`config.mk`:
```
export PLATFORM = sky130hd
export DESIGN_NAME = prog_clock_divider_flat
export DESIGN_NICKNAME = d
export VERILOG_FILES = /design/src/rtl/prog_clock_divider_if.sv /design/src/rtl/prog_clock_divider.sv /design/src/flat_wrapper.sv
export SDC_FILE = /design/constraint.sdc
export NUM_CORES = 1
export LEC_CHECK = 0
export CAP_MARGIN = 15
export CORE_MARGIN = 10
export CORE_UTILIZATION = 50
export DETAILED_ROUTE_END_ITERATION = 10
export GPL_ROUTABILITY_DRIVEN = 0
export PLACE_DENSITY = 0.71
export SLEW_MARGIN = 20
export SYNTH_ARGS = -nofsm -noshare
export SYNTH_HDL_FRONTEND = slang
export SYNTH_SLANG_ARGS = --single-unit
```
`constraint.sdc`:
```
create_clock -name clkin -period 6.25 [get_ports clkin]
set_input_delay 1.25 -clock clkin [delete_from_list [all_inputs] [get_ports clkin]]
set_output_delay 1.25 -clock clkin [all_outputs]
set_load 0.005 [all_outputs]
```
`src/rtl/prog_clock_divider_if.sv`:
```
// Control and status bundle for prog_clock_divider: divisor/mode programming in,
// divided clock and run status out.
interface prog_clock_divider_if #(
   parameter int WIDTH   = 25,
   parameter int BURST_W = 16
);
   logic [WIDTH-1:0]   div_val;
   logic               div_load;
   logic               mode;
   logic [BURST_W-1:0] burst_len;
   logic               start;
   logic               stop;
   logic               clkout;
   logic               tick;
   logic               busy;
   logic               done;

   modport master (
      output div_val, div_load, mode, burst_len, start, stop,
      input  clkout, tick, busy, done
   );

   modport slave (
      input  div_val, div_load, mode, burst_len, start, stop,
      output clkout, tick, busy, done
   );
endinterface

```
`src/rtl/prog_clock_divider.sv`:
```
// Runtime-programmable 50%-duty clock divider with continuous and N-pulse burst modes.
//
// state | meaning
// IDLE  | clkout held low, counter held, waiting for start
// RUN   | continuous toggling until stop (ends after a full low half period boundary)
// BURST | toggling until burst_cnt falling edges have been produced
module prog_clock_divider #(
   parameter int WIDTH       = 25,
   parameter int DEFAULT_DIV = 10,
   parameter int BURST_W     = 16
) (
   input logic                 clkin,
   input logic                 rst,
   prog_clock_divider_if.slave bus
);
   typedef enum logic [1:0] {IDLE = 2'd0, RUN = 2'd1, BURST = 2'd2} state_t;

   localparam logic [WIDTH-1:0] DIV_RST = WIDTH'(DEFAULT_DIV);

   state_t             state_q, state_d;
   logic [WIDTH-1:0]   cnt_q, cnt_d;
   logic [WIDTH-1:0]   div_active_q, div_active_d;
   logic [WIDTH-1:0]   div_pending_q, div_pending_d;
   logic               load_flag_q, load_flag_d;
   logic               stop_pend_q, stop_pend_d;
   logic [BURST_W-1:0] burst_cnt_q, burst_cnt_d;
   logic               clkout_q, clkout_d;
   logic               tick_q, tick_d;
   logic               busy_q, busy_d;
   logic               done_q, done_d;

   logic [WIDTH-1:0]   div_next;
   logic [WIDTH-1:0]   div_reload;
   logic               take_div;
   logic               cnt_zero;

   always_comb begin
      // A div_load landing on a start or reload edge is used immediately.
      div_next      = bus.div_load ? bus.div_val : div_pending_q;
      take_div      = load_flag_q | bus.div_load;
      div_reload    = take_div ? div_next : div_active_q;
      cnt_zero      = (cnt_q == '0);

      state_d       = state_q;
      cnt_d         = cnt_q;
      div_active_d  = div_active_q;
      div_pending_d = div_next;
      load_flag_d   = take_div;
      stop_pend_d   = stop_pend_q;
      burst_cnt_d   = burst_cnt_q;
      clkout_d      = clkout_q;
      done_d        = 1'b0;

      case (state_q)
         IDLE: begin
            clkout_d = 1'b0;
            if (bus.start) begin
               div_active_d = div_reload;
               load_flag_d  = 1'b0;
               cnt_d        = div_reload;
               stop_pend_d  = 1'b0;
               if (!bus.mode) begin
                  state_d = RUN;
               end else if (bus.burst_len != '0) begin
                  state_d     = BURST;
                  burst_cnt_d = bus.burst_len;
               end else begin
                  done_d = 1'b1;
               end
            end
         end
         RUN: begin
            if (bus.stop && !clkout_q) begin
               state_d     = IDLE;
               cnt_d       = '0;
               stop_pend_d = 1'b0;
            end else begin
               if (bus.stop) stop_pend_d = 1'b1;
               if (cnt_zero) begin
                  clkout_d     = ~clkout_q;
                  div_active_d = div_reload;
                  load_flag_d  = 1'b0;
                  cnt_d        = div_reload;
                  if (clkout_q && (stop_pend_q || bus.stop)) begin
                     state_d     = IDLE;
                     cnt_d       = '0;
                     stop_pend_d = 1'b0;
                  end
               end else begin
                  cnt_d = cnt_q - WIDTH'(1);
               end
            end
         end
         BURST: begin
            if (cnt_zero) begin
               clkout_d     = ~clkout_q;
               div_active_d = div_reload;
               load_flag_d  = 1'b0;
               cnt_d        = div_reload;
               if (clkout_q) begin
                  burst_cnt_d = burst_cnt_q - BURST_W'(1);
                  if (burst_cnt_q == BURST_W'(1)) begin
                     state_d = IDLE;
                     cnt_d   = '0;
                     done_d  = 1'b1;
                  end
               end
            end else begin
               cnt_d = cnt_q - WIDTH'(1);
            end
         end
         default: state_d = IDLE;
      endcase

      tick_d = clkout_d & ~clkout_q;
      busy_d = (state_d != IDLE);
   end

   always_ff @(posedge clkin) begin
      if (rst) begin
         state_q       <= IDLE;
         cnt_q         <= '0;
         div_active_q  <= DIV_RST;
         div_pending_q <= DIV_RST;
         load_flag_q   <= 1'b0;
         stop_pend_q   <= 1'b0;
         burst_cnt_q   <= '0;
         clkout_q      <= 1'b0;
         tick_q        <= 1'b0;
         busy_q        <= 1'b0;
         done_q        <= 1'b0;
      end else begin
         state_q       <= state_d;
         cnt_q         <= cnt_d;
         div_active_q  <= div_active_d;
         div_pending_q <= div_pending_d;
         load_flag_q   <= load_flag_d;
         stop_pend_q   <= stop_pend_d;
         burst_cnt_q   <= burst_cnt_d;
         clkout_q      <= clkout_d;
         tick_q        <= tick_d;
         busy_q        <= busy_d;
         done_q        <= done_d;
      end
   end

   assign bus.clkout = clkout_q;
   assign bus.tick   = tick_q;
   assign bus.busy   = busy_q;
   assign bus.done   = done_q;
endmodule

```
`src/flat_wrapper.sv`:
```
// flat-port wrapper written by rule: the top's interface ports become plain ports
module prog_clock_divider_flat 
#(
   parameter int WIDTH       = 25,
   parameter int DEFAULT_DIV = 10,
   parameter int BURST_W     = 16
)
  (clkin, rst, bus_div_val, bus_div_load, bus_mode, bus_burst_len, bus_start, bus_stop, bus_clkout, bus_tick, bus_busy, bus_done);
  prog_clock_divider_if #(.WIDTH(WIDTH), .BURST_W(BURST_W)) bus_i ();
  input logic clkin;
  input logic rst;
  input wire logic [$bits(bus_i.div_val)-1:0] bus_div_val;
  input wire logic [$bits(bus_i.div_load)-1:0] bus_div_load;
  input wire logic [$bits(bus_i.mode)-1:0] bus_mode;
  input wire logic [$bits(bus_i.burst_len)-1:0] bus_burst_len;
  input wire logic [$bits(bus_i.start)-1:0] bus_start;
  input wire logic [$bits(bus_i.stop)-1:0] bus_stop;
  output wire logic [$bits(bus_i.clkout)-1:0] bus_clkout;
  output wire logic [$bits(bus_i.tick)-1:0] bus_tick;
  output wire logic [$bits(bus_i.busy)-1:0] bus_busy;
  output wire logic [$bits(bus_i.done)-1:0] bus_done;
  assign bus_i.div_val = bus_div_val;
  assign bus_i.div_load = bus_div_load;
  assign bus_i.mode = bus_mode;
  assign bus_i.burst_len = bus_burst_len;
  assign bus_i.start = bus_start;
  assign bus_i.stop = bus_stop;
  assign bus_clkout = bus_i.clkout;
  assign bus_tick = bus_i.tick;
  assign bus_busy = bus_i.busy;
  assign bus_done = bus_i.done;
  prog_clock_divider #(.WIDTH(WIDTH), .DEFAULT_DIV(DEFAULT_DIV), .BURST_W(BURST_W)) u_core (.clkin(clkin), .rst(rst), .bus(bus_i));
endmodule
```
After elaboration in Yosys (flattened, before gate mapping) --
Index checks and enable logic that the tools add are counted.
Storage, ports and cells: register bits 99
Cells by class: equal/unequal tests 9, bitwise logic cells 3, add/subtract/negate cells 2, reductions and logical operators 15, muxes and demuxes 49
Operators with widths (number):
- $mux W25 | 11
- $pmux W25 S3 | 2
- $mux W16 | 5
- $pmux W16 S2 | 1
- $logic_not A25 Y1 | 1
- $sub A25 B1 Y25 const B | 1
- $mux W2 | 9
- $eq A16 B1 Y1 const B | 1
- $mux W1 | 16
- $reduce_bool A16 Y1 | 1
- $sub A16 B1 Y16 const B | 1
- $ne A2 B1 Y1 const B | 3
- $ne A2 B2 Y1 const B | 3
- $pmux W1 S3 | 2
- $pmux W2 S3 | 1
- $reduce_and A6 Y1 | 1
- $reduce_bool A2 Y1 | 3
- $pmux W1 S2 | 2
- $reduce_and A2 Y1 | 2
- $reduce_and A3 Y1 | 1
- $reduce_bool A3 Y1 | 1
- $eq A2 B1 Y1 const B | 1
- $eq A2 B2 Y1 const B | 1
- $logic_and A1 B1 Y1 | 2
- other kinds (6) | 6

Longest topological paths before layout --
word-level depth 7, gate-level depth with buffers 10, mapped depth without buffers 8

Worst setup path after synthesis --
No wires, ideal clock.
kind input port to flip-flop, start input bus_burst_len[2], end register u_core.burst_cnt_q[14], slack 3629 ps, required time 6180 ps, stages on the path 7, arrival 2551 ps, path through nor4_1 -> nand4_1 -> a2bb2oi_1 -> a21o_1 -> buf_6 -> o21ai_0 -> a21oi_1
On the way: cells in the longest elaborated chain, start to end 3
RTL lines:
- start, declared | line flat_wrapper.sv:15 | input wire logic [$bits(bus_i.burst_len)-1:0] bus_burst_len;
- $reduce_bool A16 Y1 | line prog_clock_divider.sv:64 | end else if (bus.burst_len != '0) begin
- $ne A2 B1 Y1 (no line)
- $reduce_and A6 Y1 (no line)
- end signal, assigned | line prog_clock_divider.sv:139 | burst_cnt_q <= burst_cnt_d;
- end, declared | line prog_clock_divider.sv:26 | logic [BURST_W-1:0] burst_cnt_q, burst_cnt_d;
No other way between the ends. A chain may end at the register's enable or synchronous reset.

Final worst setup path --
start register u_core.state_q[0], end register u_core.cnt_q[15]
On the way: cells in the longest elaborated chain, start to end 3
RTL lines:
- start, declared | line prog_clock_divider.sv:20 | state_t state_q, state_d;
- start signal, assigned | line prog_clock_divider.sv:133 | state_q <= state_d;
- $eq A2 B1 Y1, or another cell as far along | line prog_clock_divider.sv:54 | case (state_q)
- $reduce_bool A3 Y1 (no line) / $ne A2 B2 Y1 (equally long branches)
- $reduce_and A2 Y1 (no line)
- end signal, assigned | line prog_clock_divider.sv:134 | cnt_q <= cnt_d;
- end, declared | line prog_clock_divider.sv:21 | logic [WIDTH-1:0] cnt_q, cnt_d;
Several ways; a longest one is shown, not always the timed one.

==> run summary <==
unrepaired setup endpoints after global routing: false
vias per inst: 6.03
Synth top area share: 0.365
Die ar.: 15,400 um2
post-route ant nets: 0
actual slew at the worst max-slew pin: 1010 ps
initial core utilization: 0.519
CP Class: register to register
Post-Synthesis Cells: 660
CTS resizes: 0
die height: 124 um
Synth area leaders: dfxtp_1 37%, mux2i_1 9.6%, a21oi_1 5.3%
DR vias: 4,977
Die Wd: 124 um
setup slack after placement: 2560 ps
fin crit share: 0.584
Post-synth EDFFs: 0
DRT Pass-1 Iters: 5
initial antenna violation count: 0
clock transition at the registers of the reported paths: 90 ps
count of different cell masters after synthesis: 65
FMAX: 274 MHz
total CTS buffers: 9
CTS Hold Buffers Added: 0
Tot Pwr: 1.74 mW
# rows: 37
FILL cells: 987
status: complete, no violations
drt wl/cell: 16.2 um
CTS sink count: 99
largest net degree at the start of global routing: 81
Mean Syn Cell Area: 8.22 um2
final hold viol count: 0
post-CTS setup buffer count: 0
Most used DFF post-synth: dfxtp_1
1st-iter DRT viols: 312
crit end category: register
share of cells above drive strength 1: 0.0522
Skew-Pair Late Insertion Delay: 370 ps
P per Cell Area: 285 nW/um2
Worst Clk Skew: 10.8 ps
post-DP HPWL: 9400 um
final setup margin: 2600 ps
Max Cap Violations: 0
synth-to-layout area growth: 12.8%
PortBufs: 50
CTS tree: done
Leakage: 2.31 nW
H-Tree Depth: 3
Hold Path Class: register to register
Setup violations, final: 0
first-pass GRT wire length: 22,500 um
n_diodes: 0
Startpoint Class: register
grt ovf: 0
Rel. slew slack: 0.330
register bit total from synthesis: 99
I/O Pins: 51
Seq/Total Area, Yosys: 0.365
total track usage: 0.176
fin crit period: 3650 ps
most common cell after layout, fill and taps aside: dfxtp_1
commonest cells after routing, fill and taps aside: 99 x dfxtp_1, 67 x nor2_1, 64 x nand2_1, 57 x a21oi_1, 55 x o21ai_0
post-route cell area: 6120 um2
nets@finish: 743
count of pins over their slew limit: 0
Post-Syn Area: 5430 um2
clk buf depth: 2
Clock Tree Root: clkbuf_8
DRC: 0
peak supply drop: 109 uV
Synth Net Count: 715
Routed WL: 13,400 um
vias in the first global route: 4,773
Placed Area: 5950 um2
worst-path maximum fanout: 29
WP data arrival: 3920 ps
Ys Warns: 0
Async SR Flop Fraction: 0
core footprint: 10,500 um2
setup TNS: 0 ps
Req. time, crit path: 6520 ps
post-synth top area cell: dfxtp_1
where the power goes:
part	switching, mW	leakage, nW	internal, mW	total [mW]
Sequential	0.0602	0.812	0.695	0.755
Clock	0.214	0.0841	0.178	0.392
Combinational	0.356	1.41	0.241	0.597
Total	0.630	2.31	1.11	1.74
flip-flops by register name, indices dropped and copies added, names as in the netlist:
name,cells
u_core.cnt_q,25
u_core.div_active_q,25
u_core.div_pending_q,25
u_core.burst_cnt_q,16
u_core.state_q,2
u_core.bus.busy,1
u_core.bus.clkout,1
u_core.bus.done,1
u_core.bus.tick,1
u_core.load_flag_q,1
u_core.stop_pend_q,1
stage by stage:
step | std cells | hold WS, ps | utilization
final | 826 | 475 | 0.585
after global routing | 826 | 497 | 0.585
after CTS | 826 | 477 | 0.585
after detailed placement | 813 | 462 | 0.569
after global placement | 813 | 453 | 0.569
after floorplan | 660 | 441 | -
area by class of cell:
| cell class | instances | area, um2 | share of cell area |
|---|---|---|---|
| clock buffer | 10 | 128 | 0.0209 |
| clock inverter | 3 | 42.5 | 0.00695 |
| inverter | 11 | 41.3 | 0.00675 |
| multi-input combinational | 510 | 3210 | 0.525 |
| sequential | 99 | 1980 | 0.324 |
| tap | 136 | 170 | 0.0278 |
| timing repair buffer | 57 | 543 | 0.0887 |
kinds of logic (layout without fill, tap and decap cells):
family,after synthesis,after routing,share of synthesized area
mux,52,52,0.0959
compound gates,181,181,0.214
fa+ha+maj,8,8,0.0185
xor+xnor,15,15,0.0242
simple gates,254,254,0.239
buf+inv,51,81,0.0422
flops,99,99,0.365
cell usage after synthesis, types with 6 or more instances:
cell type   n
dfxtp_1    99
nor2_1     67
nand2_1    64
a21oi_1    57
o21ai_0    55
mux2i_1    52
nand2b_1   28
clkbuf_1   26
nor3_1     26
nor4_1     12
inv_1      11
nand3_1     9
xor2_1      9
a221oi_1    8
ha_1        8
nor2b_1     8
a32oi_1     7
and2_1      7
buf_2       6
nand4_1     6
xnor2_1     6
final timing paths:
kind	endpoint	slack, ps	cells after the start	from
worst min-delay path	u_core.div_pending_q[21]$_SDFF_PP0_	470	2	u_core.div_pending_q[21]$_SDFF_PP0_
worst max-delay path	u_core.cnt_q[15]$_SDFFE_PP0P_	2600	8	u_core.state_q[0]$_SDFF_PP0_
worst min register to register	u_core.div_pending_q[21]$_SDFF_PP0_	470	2	u_core.div_pending_q[21]$_SDFF_PP0_
worst max register to register	u_core.cnt_q[15]$_SDFFE_PP0P_	2600	8	u_core.state_q[0]$_SDFF_PP0_
routing by layer:
layer,vias to the layer above,GRT usage,share of wire
met2,148,0.285,0.46
met5,-,0,0
li1,2453,-,-
met4,0,0.0561,0.013
met1,2360,0.230,0.47
met3,16,0.0339,0.058
critical path, cell delays in order (launching register included):
cell      delay [ps]
dfxtp_1          370
inv_1            120
ha_1             830
inv_1            680
a31oi_1          370
a211oi_2         100
a31oi_1          600
o21ai_0          180
a221oi_1         310
Power figures use the tool's default switching activity.
